$ cat config.mk
export PLATFORM = sky130hd
export DESIGN_NAME = fifo_wr_arbiter
export DESIGN_NICKNAME = d
export VERILOG_FILES = /design/src/rtl/fifo_wr_arbiter_pkg.sv /design/src/rtl/fifo_wr_arbiter_rr_pick.sv /design/src/rtl/fifo_wr_arbiter.sv
export SDC_FILE = /design/constraint.sdc
export NUM_CORES = 1
export LEC_CHECK = 0
export ABC_AREA = 1
export CORE_ASPECT_RATIO = 0.75
export CORE_UTILIZATION = 35
export DETAILED_ROUTE_END_ITERATION = 16
export PLACE_DENSITY = 0.74
export SLEW_MARGIN = 25
export SYNTH_ARGS = -nofsm -noshare
export SYNTH_HDL_FRONTEND = slang
export SYNTH_SLANG_ARGS = --single-unit
$ cat constraint.sdc
create_clock -name clk -period 2.5 [get_ports clk]
set_input_delay 0.375 -clock clk [delete_from_list [all_inputs] [get_ports clk]]
set_output_delay 0.375 -clock clk [all_outputs]
set_load 0.02 [all_outputs]
$ cat src/rtl/fifo_wr_arbiter_pkg.sv
// Shared types and widths for the fifo write-port arbiter.
package fifo_wr_arbiter_pkg;

  localparam int unsigned GID_W = 3;
  localparam int unsigned CNT_W = 4;

  typedef enum logic {
    ST_IDLE  = 1'b0,
    ST_GRANT = 1'b1
  } state_t;

  // Increment an index modulo n (n <= 2**GID_W).
  function automatic logic [GID_W-1:0] wrap_inc(input logic [GID_W-1:0] v,
                                                input int unsigned n);
    logic [GID_W:0] s;
    s = {1'b0, v} + (GID_W+1)'(1);
    return (s >= (GID_W+1)'(n)) ? '0 : s[GID_W-1:0];
  endfunction

endpackage

$ cat src/rtl/fifo_wr_arbiter_rr_pick.sv
// Round-robin picker: first set request at or after i_ptr, wrapping modulo NREQ.
module fifo_wr_arbiter_rr_pick
  import fifo_wr_arbiter_pkg::*;
#(
  parameter int unsigned NREQ = 4
) (
  input  logic [NREQ-1:0]  i_req,
  input  logic [GID_W-1:0] i_ptr,
  output logic [GID_W-1:0] o_idx,
  output logic             o_any
);

  logic [2*NREQ-1:0] w_dbl;
  logic [2*NREQ-1:0] w_shift;
  logic [NREQ-1:0]   w_rot;
  logic [GID_W-1:0]  w_off;
  logic [GID_W:0]    w_sum;

  // Rotate so i_ptr lands at bit 0, priority-encode, then rotate the index back.
  always_comb begin
    w_dbl   = {i_req, i_req};
    w_shift = w_dbl >> i_ptr;
    w_rot   = w_shift[NREQ-1:0];
    w_off   = '0;
    for (int i = NREQ - 1; i >= 0; i--) begin
      if (w_rot[i]) w_off = GID_W'(i);
    end
    w_sum = {1'b0, i_ptr} + {1'b0, w_off};
    if (w_sum >= (GID_W+1)'(NREQ)) w_sum = w_sum - (GID_W+1)'(NREQ);
    o_idx = w_sum[GID_W-1:0];
    o_any = |i_req;
  end

endmodule

$ cat src/rtl/fifo_wr_arbiter.sv
// Shares the single fifo write port between NREQ producers using round-robin
// grants with bounded bursts; stalls the grantee while the fifo is full.
module fifo_wr_arbiter
  import fifo_wr_arbiter_pkg::*;
#(
  parameter int unsigned NREQ      = 4,
  parameter int unsigned DW        = 8,
  parameter int unsigned BURST_MAX = 4
) (
  input  logic               clk,
  input  logic               rst,
  input  logic [NREQ-1:0]    req_valid,
  input  logic [NREQ*DW-1:0] req_data,
  output logic [NREQ-1:0]    req_ready,
  input  logic               fifo_full,
  output logic [DW-1:0]      fifo_in,
  output logic               fifo_wr_en,
  output logic [GID_W-1:0]   grant_id,
  output logic               busy
);

  localparam logic [CNT_W-1:0] LAST_BEAT = CNT_W'(BURST_MAX - 1);

  state_t           r_state;
  state_t           w_state_nxt;
  logic [GID_W-1:0] r_rr_ptr;
  logic [GID_W-1:0] w_rr_ptr_nxt;
  logic [GID_W-1:0] r_grant_id;
  logic [GID_W-1:0] w_grant_id_nxt;
  logic [CNT_W-1:0] r_beat_cnt;
  logic [CNT_W-1:0] w_beat_cnt_nxt;

  logic [GID_W-1:0] w_pick_idx;
  logic             w_pick_any;
  logic             w_sel_valid;
  logic [DW-1:0]    w_sel_data;
  logic             w_fire;

  fifo_wr_arbiter_rr_pick #(
    .NREQ (NREQ)
  ) u_rr_pick (
    .i_req (req_valid),
    .i_ptr (r_rr_ptr),
    .o_idx (w_pick_idx),
    .o_any (w_pick_any)
  );

  // Grantee's valid and data slice.
  always_comb begin
    w_sel_valid = 1'b0;
    w_sel_data  = '0;
    for (int unsigned i = 0; i < NREQ; i++) begin
      if (r_grant_id == GID_W'(i)) begin
        w_sel_valid = req_valid[i];
        w_sel_data  = req_data[i*DW +: DW];
      end
    end
  end

  // Write-port outputs are combinational from the registered state so reset clears them at once.
  always_comb begin
    w_fire     = (r_state == ST_GRANT) && w_sel_valid && !fifo_full;
    fifo_wr_en = w_fire;
    fifo_in    = (r_state == ST_GRANT) ? w_sel_data : '0;
    busy       = (r_state == ST_GRANT);
    grant_id   = r_grant_id;
    req_ready  = '0;
    for (int unsigned i = 0; i < NREQ; i++) begin
      req_ready[i] = w_fire && (r_grant_id == GID_W'(i));
    end
  end

  always_comb begin
    w_state_nxt    = r_state;
    w_rr_ptr_nxt   = r_rr_ptr;
    w_grant_id_nxt = r_grant_id;
    w_beat_cnt_nxt = r_beat_cnt;
    case (r_state)
      ST_IDLE: begin
        if (w_pick_any) begin
          w_grant_id_nxt = w_pick_idx;
          w_beat_cnt_nxt = '0;
          w_state_nxt    = ST_GRANT;
        end
      end
      ST_GRANT: begin
        // A dropped requester ends the grant even under full; full alone just holds.
        if (!w_sel_valid) begin
          w_state_nxt  = ST_IDLE;
          w_rr_ptr_nxt = wrap_inc(r_grant_id, NREQ);
        end else if (w_fire) begin
          w_beat_cnt_nxt = r_beat_cnt + CNT_W'(1);
          if (r_beat_cnt == LAST_BEAT) begin
            w_state_nxt  = ST_IDLE;
            w_rr_ptr_nxt = wrap_inc(r_grant_id, NREQ);
          end
        end
      end
      default: w_state_nxt = ST_IDLE;
    endcase
  end

  always_ff @(posedge clk or negedge rst) begin
    if (!rst) begin
      r_state    <= ST_IDLE;
      r_rr_ptr   <= '0;
      r_grant_id <= '0;
      r_beat_cnt <= '0;
    end else begin
      r_state    <= w_state_nxt;
      r_rr_ptr   <= w_rr_ptr_nxt;
      r_grant_id <= w_grant_id_nxt;
      r_beat_cnt <= w_beat_cnt_nxt;
    end
  end

endmodule
==> results of run 1 <==
[synthesized netlist by cell type, drive strengths merged, types with 2 or more instances]
| cell type | n | area, um2 |
|---|---|---|
| o21ai | 10 | 57.56 |
| inv | 21 | 78.82 |
| ha | 8 | 100.1 |
| a21oi | 11 | 55.05 |
| nand3 | 37 | 195.2 |
| nor3 | 2 | 10.01 |
| nand2 | 43 | 178.9 |
| nor2 | 12 | 47.55 |
| buf | 7 | 48.79 |
| dfrtp | 11 | 275.3 |
| o211ai | 7 | 52.55 |
[per-stage QoR]
stage               instance area, um2  setup slack [ps]
floorplan                         1187             94.32
global placement                  1863            -74.47
detailed placement                1863            -196.4
CTS                               1893             44.67
global route                      1876            0.2573
finish                            1876             158.9
[cell families (layout without fill, tap and decap cells)]
group | count (synthesis) | count (layout) | share of synthesized area, %
simple gates | 95 | 95 | 36.88
compound gates | 33 | 33 | 16.97
buf+inv | 30 | 95 | 11.38
flops | 11 | 11 | 23.18
fa+ha+maj | 9 | 9 | 10.12
xor+xnor | 2 | 2 | 1.476
[timing repair]
item / in CTS / in global routing
endpoints found under the hold margin: 0 / 0
setup endpoints to repair: 13 / 13
resized for setup: 14 / 26
[report_power, final]
group	total (mW)	internal [mW]	switching (mW)
combinational	1.55	0.658	0.895
sequential	0.342	0.242	0.100
clock	0.177	0.112	0.0654
total	2.07	1.01	1.06
[worst paths after layout]
path | start | endpoint | depth (start not counted) | slack [ps]
min reg2reg | r_beat_cnt[1] | r_beat_cnt[1] | 2 | 530
max reg2reg | r_rr_ptr[0] | grant_id[2] | 7 | 330
min in group clk | r_beat_cnt[1] | r_beat_cnt[1] | 2 | 530
min | rst | r_rr_ptr[0] | 1 | 470
max in group asynchronous | rst | grant_id[1] | 1 | 1660
max | req_valid[1] | grant_id[2] | 10 | 160
[final cells by class]
cell class / instances / area, um2
well taps: 38 / 47.55
inverters: 22 / 82.58
flip-flops and latches: 11 / 276.5
fillers: 305 / 1209
repair buffers: 69 / 633.1
multi-input cells: 139 / 790.8
clock buffers: 4 / 45.04
[flip-flops by register name (all words and copies together), names as in the netlist]
name / count
grant_id: 3
r_beat_cnt: 4
r_rr_ptr: 3
busy: 1
[routing by layer]
metal | GRT usage [%] | vias up | share of wire [%]
met3 | 4.808 | 0 | 5.0
met2 | 31.88 | 32 | 40
li1 | - | 729 | -
met5 | 0 | - | 0
met4 | 1.020 | 0 | 0
met1 | 30.56 | 624 | 55
==> results.md, run 1 <==
- Max IR drop VDD: 0.5333 mV
- ANT nets after route: 0
- Crit share post-route: a little over nine tenths
- Pleak: ~0.91 nW
- CP peak stage delay: 520 ps
- Fin util: 60.81%
- Routed WL per cell: 12.31 um
- CP required: 2640 ps
- Die H: 52.44 um
- DR vias: approximately 1400
- Most used cell, CP: inv_1
- Cts hold-fix bufs: 0
- Share of the yosys chip area belonging to registers: 23.18%
- Initial antenna violation count: 0
- Largest net degree at the start of global routing: 15
- Setup violations, final: 0
- Worst-Skew Late Latency: 240 ps
- Fin cells: 283
- Layout cells sized above 1: 17.96%
- CTS Buffer Depth: 2
- Final hold vios: 0
- Final wirelength: 3.485 mm
- Mapped Cells: 180
- Crit path launch type: input port
- Post-route DRC: 0
- Gpl congestion: 0.8981
- Final hold slack: between 400 and 500 ps
- Commonest non-fill, non-tap cells in the layout: 42 x clkdlybuf4s50_1, 38 x nand2_1, 35 x nand3_1, 17 x inv_1, 12 x buf_4
- First-pass GRT wire length: ~5.9 mm
- Min-delay worst type: in -> async
- Worst-Margin Slew: 521.1 ps
- I/O pin cnt: 56
- Critical-path maximum fanout: 3
- PortBufs: 55
- #FFs+latches synth: 11
- CTS clock-pin slew for the worst setup and hold paths: around 50 ps
- Post-synthesis cell type count: 30
- Root buffer cell: clkbuf_8
- Minimum clock period: 2341 ps
- Antenna cells: 0
- CP arrival: 2480 ps
- Area of the die: 0.003632 mm2
- Cell family with most CP delay: compound AO/OA/AOI/OAI gates
- Post-DP HPWL: between 2 and 3 mm
- RSZ-0062 raised after global routing: false
- Setup TNS: 0 ps
- Post-layout net count: 294
- Commonest non-fill, non-tap cell in the layout: clkdlybuf4s50_1
- Max Clock Freq: 427.1 MHz
- Drt pass-1 iters: 4
- CTS tree: done
- Crit path buf inv count: 3
- Num CTS Buffers: 3
- Max cap viols: 0
- Clock skew: roughly 4.5 ps
- Crit. End Element: flip-flop
- Cell area after synthesis: 0.001187 mm2
- Global Route Usage Sum: 20.69%
- Horiz. Die Dim: 69.26 um
- Vias in the first global route: 1275
- H-tree lvl count: 1
- CP Class: in -> reg
- Total grt overflow: 0
- Postcts setup bufs: 0
- Max Slew Vio Count: 0
- Pwr/cell area: about 1100 mW/mm2
- Ys Warns: 0
- Syn-to-layout area delta: 57.96%
- Mapped Nets: 228
- Post-synth EDFFs: 0
- Core footprint: 0.003084 mm2
- Initial Util: 38.50%
- Std-Cell Rows: 17
- Inst Count DP: 279
- Sink Count: 11
- Mapped Avg Cell Area: 6.597 um2
- Critical Path, Cell by Cell: clkdlybuf4s50_1, inv_1, o21a_1, o22ai_2, nand2_1, a21boi_1, ha_1, inv_1, fa_1, o41ai_2
- Vias/cell: 4.894
- Slew Limit Headroom: 65.25%
- Share of flip-flops with an asynchronous set or reset: 100.0%
- Power consumption: 2.073 mW
- Starting DRT DRC Count: 96
- Run status: finished, final reports clean
- CP max stage cell: clkdlybuf4s50_1
- Main flop type after synthesis: dfrtp_1
No activity file was read; power rests on OpenSTA's default activity.
==> run 2: changes to the inputs <==
--- a/config.mk
+++ b/config.mk
@@ -8,8 +8,10 @@
 export ABC_AREA = 1
 export CORE_ASPECT_RATIO = 0.75
 export CORE_UTILIZATION = 35
+export CTS_CLUSTER_SIZE = 25
 export DETAILED_ROUTE_END_ITERATION = 16
 export PLACE_DENSITY = 0.74
+export SETUP_SLACK_MARGIN = 0.4
 export SLEW_MARGIN = 25
 export SYNTH_ARGS = -nofsm -noshare
 export SYNTH_HDL_FRONTEND = slang
==> run 2 against run 1 <==
Setup slack better by 130 ps. Sequential share of layout area is 1.8 points lower. Power up 21%. First-iteration DRC count is 9.4% lower. Clock-buffer cell count unchanged. Final cell count rose by 5.3%. Combinational power rose by 28%. Register-to-register slack gained 90 ps. Critical path depth increased by 1. Fmax up 6.1%. Design area up 16%. Non-clock buffer count rose by 15.
==> results.md, run 2 (synthesized netlist as in run 1, its figures left out) <==
- Run status: finished, final reports clean
- I/O pin cnt: 56
- Worst-Margin Slew: 513.7 ps
- Max IR drop VDD: 0.6281 mV
- Post-DP HPWL: between 2 and 3 mm
- Net Sw Power: between 1 and 1.5 mW
- PortBufs: 55
- Min-delay worst type: in -> async
- Root buffer cell: clkbuf_8
- Switching Share: 48.92%
- Crit path launch type: flip-flop
- Largest net degree at the start of global routing: 18
- Vias in the first global route: between 1000 and 1500
- Gpl congestion: 0.8078
- Critical Path, Cell by Cell: ha_2, ha_4, inv_6, o21ai_0, inv_1, nand2_2, nand2_2, nand2_4, buf_4, nor2_4, buf_6
- Routed WL per cell: 12.84 um
- Area of the die: between 0.003 and 0.004 mm2
- Post-route DRC: 0
- Inst Count DP: 282
- Pwr/cell area: 1153 mW/mm2
- Final hold slack: 470.9 ps
- Crit share post-route: 88.26%
- CP peak stage delay: 440 ps
- Pleak: between 1 and 1.5 nW
- CTS tree: done
- Max Clock Freq: 453.2 MHz
- Std-Cell Rows: 17
- Register bank with the most flops: r_beat_cnt
- Comb pwr share: between 70% and 80%
- Internal power: 1.280 mW
- Filler cells: 246
- Initial antenna violation count: 0
- Flop pwr share: ~14%
- Crit. End Element: primary output
- Cts hold-fix bufs: 0
- Commonest non-fill, non-tap cell in the layout: clkdlybuf4s50_1
- Setup violations, final: 0
- CP required: 2120 ps
- Drt pass-1 iters: 4
- RSZ-0062 raised after global routing: true
- Clock skew: 1.960 ps
- ANT nets after route: 0
- First-pass GRT wire length: 6.244 mm
- CTS clock-pin slew for the worst setup and hold paths: 50 ps
- Die H: 52.44 um
- Commonest non-fill, non-tap cells in the layout: 38 x clkdlybuf4s50_1, 35 x nand2_1, 34 x buf_4, 22 x nand3_1, 14 x nand3_2
- Initial Util: 38.50%
- Clock share of power: 7.0%
- Worst-Skew Late Latency: 230 ps
- Starting DRT DRC Count: 87
- CP arrival: 1830 ps
- Num CTS Buffers: 3
- Minimum clock period: 2207 ps
- Layout cells sized above 1: 36.92%
- Syn-to-layout area delta: 83.03%
- Horiz. Die Dim: 69.26 um
- Slew Limit Headroom: 65.75%
- DR vias: 1461
- Max Slew Vio Count: 0
- Most used cell, CP: nand2_2
- H-tree lvl count: 1
- CP max stage cell: dfrtp_2
- Critical-path maximum fanout: 5
- Final hold vios: 0
- Fin cells: 298
- Global Route Usage Sum: 21.48%
- Max cap viols: 0
- Max FFs per register: 4
- Antenna cells: 0
- Total grt overflow: 0
- Final wirelength: 3.825 mm
- CP Class: reg -> out
- Post-layout net count: about 310
- Vias/cell: 4.903
- CTS Buffer Depth: 2
- Sink Count: 11
- Core footprint: 0.003084 mm2
[run 2: changes by cell type in the layout (fill, tap and decap cells not counted), moves of 6 or more]
cell      before  now
buf_4         12   34
buf_6          0    6
clkbuf_2       9    0
nand3_1       35   22
nand3_2        2   14
[run 2: stage by stage]
stage | total power, mW | cell area (um2) | setup TNS, ps | setup WS, ps | util [%]
global route | 2.731 | 2173 | 0 | 210.6 | 70.47
global placement | 1.959 | 1894 | -317.7 | -140.6 | 61.42
detailed placement | 1.975 | 1894 | -408.8 | -153.6 | 61.42
CTS | 2.375 | 2079 | 0 | 331.5 | 67.42
floorplan | 1.354 | 1227 | 0 | 403.3 | -
finish | 2.505 | 2173 | 0 | 293.5 | 70.47
[run 2: critical path: cells and delay by family (launching register included)]
family                     cells  cell delay (ps)
DFF                            1              440
buffers and inverters          4              400
adders and majority gates      2              380
and+or+nand+nor                4              310
AOI/OAI and AO/OA              1               60
[run 2: worst paths after layout]
| path | start | end | slack, ps | cells past startpoint |
|---|---|---|---|---|
| worst max register to register | r_rr_ptr[0] | grant_id[2] | 420 | 10 |
| worst min-delay path | rst | r_beat_cnt[1] | 470 | 1 |
| worst max-delay path | grant_id[0] | req_ready[2] | 290 | 11 |
| min in group clk | r_beat_cnt[1] | r_beat_cnt[1] | 530 | 2 |
| worst min register to register | r_beat_cnt[1] | r_beat_cnt[1] | 530 | 2 |
| max in group asynchronous | rst | grant_id[2] | 1670 | 1 |
[run 2: layout make-up]
cell class	count	area, um2	share of cell area (%)
tap	38	47.55	2.188
multi-input combinational	139	945.9	43.52
timing repair buffer	84	758.2	34.89
clock buffer	4	45.04	2.073
sequential	11	280.3	12.90
inverter	22	96.34	4.433
[run 2: power by group through the flow]
stage               Combinational [mW]  Clock (mW)  Sequential, mW
floorplan                         1.02           0           0.333
global placement                  1.62           0           0.343
detailed placement                1.63           0           0.345
CTS                               1.85       0.179           0.341
global route                      2.18       0.191           0.358
finish                            1.98       0.175           0.345
[run 2: timing repair]
action                                  in CTS  in global routing
gates cloned                                 0                  0
pin swaps                                   14                 13
resized for setup                           98                 20
buffers inserted                            10                  2
endpoints found under the setup margin      15                 15
[run 2: routing by layer]
metal | vias to the layer above | routed length (um) | track usage (%)
met4 | 0 | 0 | 1.701
met3 | 0 | 180 | 4.038
met2 | 37 | 1649 | 34.30
li1 | 766 | - | -
met5 | - | 0 | 0
met1 | 658 | 1995 | 31.19
==> run 3: changes to the inputs <==
--- a/config.mk
+++ b/config.mk
@@ -6,7 +6,7 @@
 export NUM_CORES = 1
 export LEC_CHECK = 0
 export ABC_AREA = 1
-export CORE_ASPECT_RATIO = 0.75
+export CAP_MARGIN = 20
 export CORE_UTILIZATION = 35
 export CTS_CLUSTER_SIZE = 25
 export DETAILED_ROUTE_END_ITERATION = 16
==> constraint.sdc (replaced) <==
create_clock -name clk -period 2.77 [get_ports clk]
set_input_delay 0.4155 -clock clk [delete_from_list [all_inputs] [get_ports clk]]
set_output_delay 0.4155 -clock clk [all_outputs]
set_load 0.02 [all_outputs]
==> run 3 against run 2 <==
Design area down 14%. Core utilization down 11 points. Sequential cell count unchanged. Combinational power down 29%. Via count down 8.1%. Setup slack better by 180 ps. Non-clock buffer count down 16. Clock-buffer cell count unchanged. Critical path type unchanged.
==> results.md, run 3 (synthesized netlist as in run 1, its figures left out) <==
- Dpl ws: between 60 and 70 ps
- CTS clock-pin slew for the worst setup and hold paths: ~70 ps
- Max cap viols: 0
- Largest net degree at the start of global routing: 15
- Max Slew Vio Count: 0
- Post-route cell area: about 0.0019 mm2
- Root buffer cell: clkbuf_4
- Min-delay worst type: in -> async
- Drt pass-1 iters: 4
- DR vias: 1343
- Pleak: 0.8838 nW
- Minimum clock period: 2293 ps
- Antenna cells: 0
- Horiz. Die Dim: 60.25 um
- Placed inst area: 0.001793 mm2
- Slew Limit Headroom: 64.69%
- Die H: 60.25 um
- Max Clock Freq: 436.1 MHz
- Core footprint: between 0.003 and 0.004 mm2
- CP Class: reg -> out
- Multi-input gate area: 817.0 um2
- Initial Util: between 30% and 40%
- ANT nets after route: 0
- Area of the die: about 0.0036 mm2
- Setup violations, final: 0
- Routed WL per cell: between 10 and 15 um
- Commonest non-fill, non-tap cells in the layout: 42 x clkdlybuf4s50_1, 38 x nand2_1, 35 x nand3_1, 19 x buf_4, 15 x inv_1
- Crit path launch type: flip-flop
- Vias/cell: between 4 and 5
- Reg area: 277.8 um2
- Register bank with the most flops: r_beat_cnt
- Starting DRT DRC Count: 71
- Crit. End Element: primary output
- Post-layout net count: ~300
- Sink Count: 11
- CTS Buffer Depth: 2
- Run status: finished, final reports clean
- Final wirelength: 3.501 mm
- Final hold slack: around 470 ps
- Max FFs per register: 4
- Total grt overflow: 0
- I/O pin cnt: 56
- CP arrival: 1880 ps
- Setup TNS: 0 ps
- CTS tree: done
- Final hold vios: 0
- Critical-path maximum fanout: 8
- Initial antenna violation count: 0
- Worst-Margin Slew: 529.6 ps
- Clock skew: 5.378 ps
- CP required: 2350 ps
- Crit share post-route: 82.78%
- Gpl congestion: 0.8919
- Filler cells: 299
- CP peak stage delay: 450 ps
- PnR worst setup slack: 477.0 ps
- First-pass GRT wire length: between 5 and 6 mm
- Std-Cell Rows: 20
- H-tree lvl count: 1
- Layout cells sized above 1: 22.95%
- PortBufs: 55
- Critical Path, Cell by Cell: inv_1, ha_1, inv_1, nor2_4, buf_6, nand3_1, nand3_1, o211ai_1, a21oi_1, buf_4
- Worst-Skew Late Latency: 260 ps
- Max IR drop VDD: 0.4814 mV
- Post-DP HPWL: 2.744 mm
- RSZ-0062 raised after global routing: true
- Global Route Usage Sum: 20.32%
- Post-route DRC: 0
- Vias in the first global route: between 1000 and 1500
- Syn-to-layout area delta: 56.90%
- Pwr/cell area: 985.3 mW/mm2
- CP max stage cell: dfrtp_2
- Num CTS Buffers: 3
- Commonest non-fill, non-tap cell in the layout: clkdlybuf4s50_1
run 3: cell types whose count changed in the layout (fill, tap and decap cells not counted), moves of 4 or more:
cell	previous run	this run
buf_2	1	5
buf_4	34	19
buf_6	6	1
clkdlybuf4s50_1	38	42
dlygate4sd2_1	4	0
nand3_1	22	35
nand3_2	14	2
run 3: metal layers:
| layer | global-route usage (%) | wire length (um) | up-vias |
|---|---|---|---|
| met4 | 3.654 | 35 | 0 |
| met2 | 31.40 | 1630 | 19 |
| li1 | - | - | 732 |
| met3 | 3.030 | 75 | 4 |
| met1 | 29.89 | 1759 | 588 |
| met5 | 0 | 0 | - |
run 3: area by class of cell:
class                      count  share of cell area, %
clock buffer                   4                  1.410
multi-input combinational    139                  43.85
sequential                    11                  14.91
timing repair buffer          68                  32.44
inverter                      22                  4.432
tap                           44                  2.955
run 3: path summary, 6_finish.rpt:
| check | startpoint | end | slack, ps | cells after the start |
|---|---|---|---|---|
| min reg2reg | r_beat_cnt[1] | r_beat_cnt[1] | 540 | 2 |
| min | rst | r_rr_ptr[0] | 470 | 1 |
| max | grant_id[1] | fifo_in[2] | 480 | 10 |
| max reg2reg | r_rr_ptr[0] | grant_id[1] | 610 | 7 |
| max in group asynchronous | rst | grant_id[0] | 1960 | 1 |
| min in group clk | r_beat_cnt[1] | r_beat_cnt[1] | 540 | 2 |
run 3: repair_timing:
item                       in CTS  in global routing
setup endpoints to repair      14                 15
gates resized for setup        55                 23
pin swaps                       0                  4
cloned                          0                  0
hold buffers                    0                  0
buffers inserted                1                  5
run 3: worst max-delay path: cells and delay by family, from the launching register on:
family	cells	cell delay, ps
buffers and inverters	4	470
flip-flops	1	450
AO/OA/AOI/OAI	2	270
AND/OR/NAND/NOR	3	260
adder cells (fa/ha/maj)	1	150
run 3: where the power goes:
part,internal (mW),switching (mW),leakage [nW],total (mW)
clock network,0.0555,0.0481,0.0150,0.104
logic,0.606,0.807,0.728,1.41
registers,0.219,0.0993,0.140,0.319
run 3: per-stage QoR:
stage | cells | util [%] | power, mW
6_report | 288 | 59.56 | 1.836
5_1_grt | 288 | 59.56 | 2.014
2_1_floorplan | 180 | - | 1.176
4_1_cts | 283 | 57.60 | 1.727
3_5_place_dp | 278 | 57.32 | 1.659
3_3_place_gp | 278 | 57.32 | 1.657
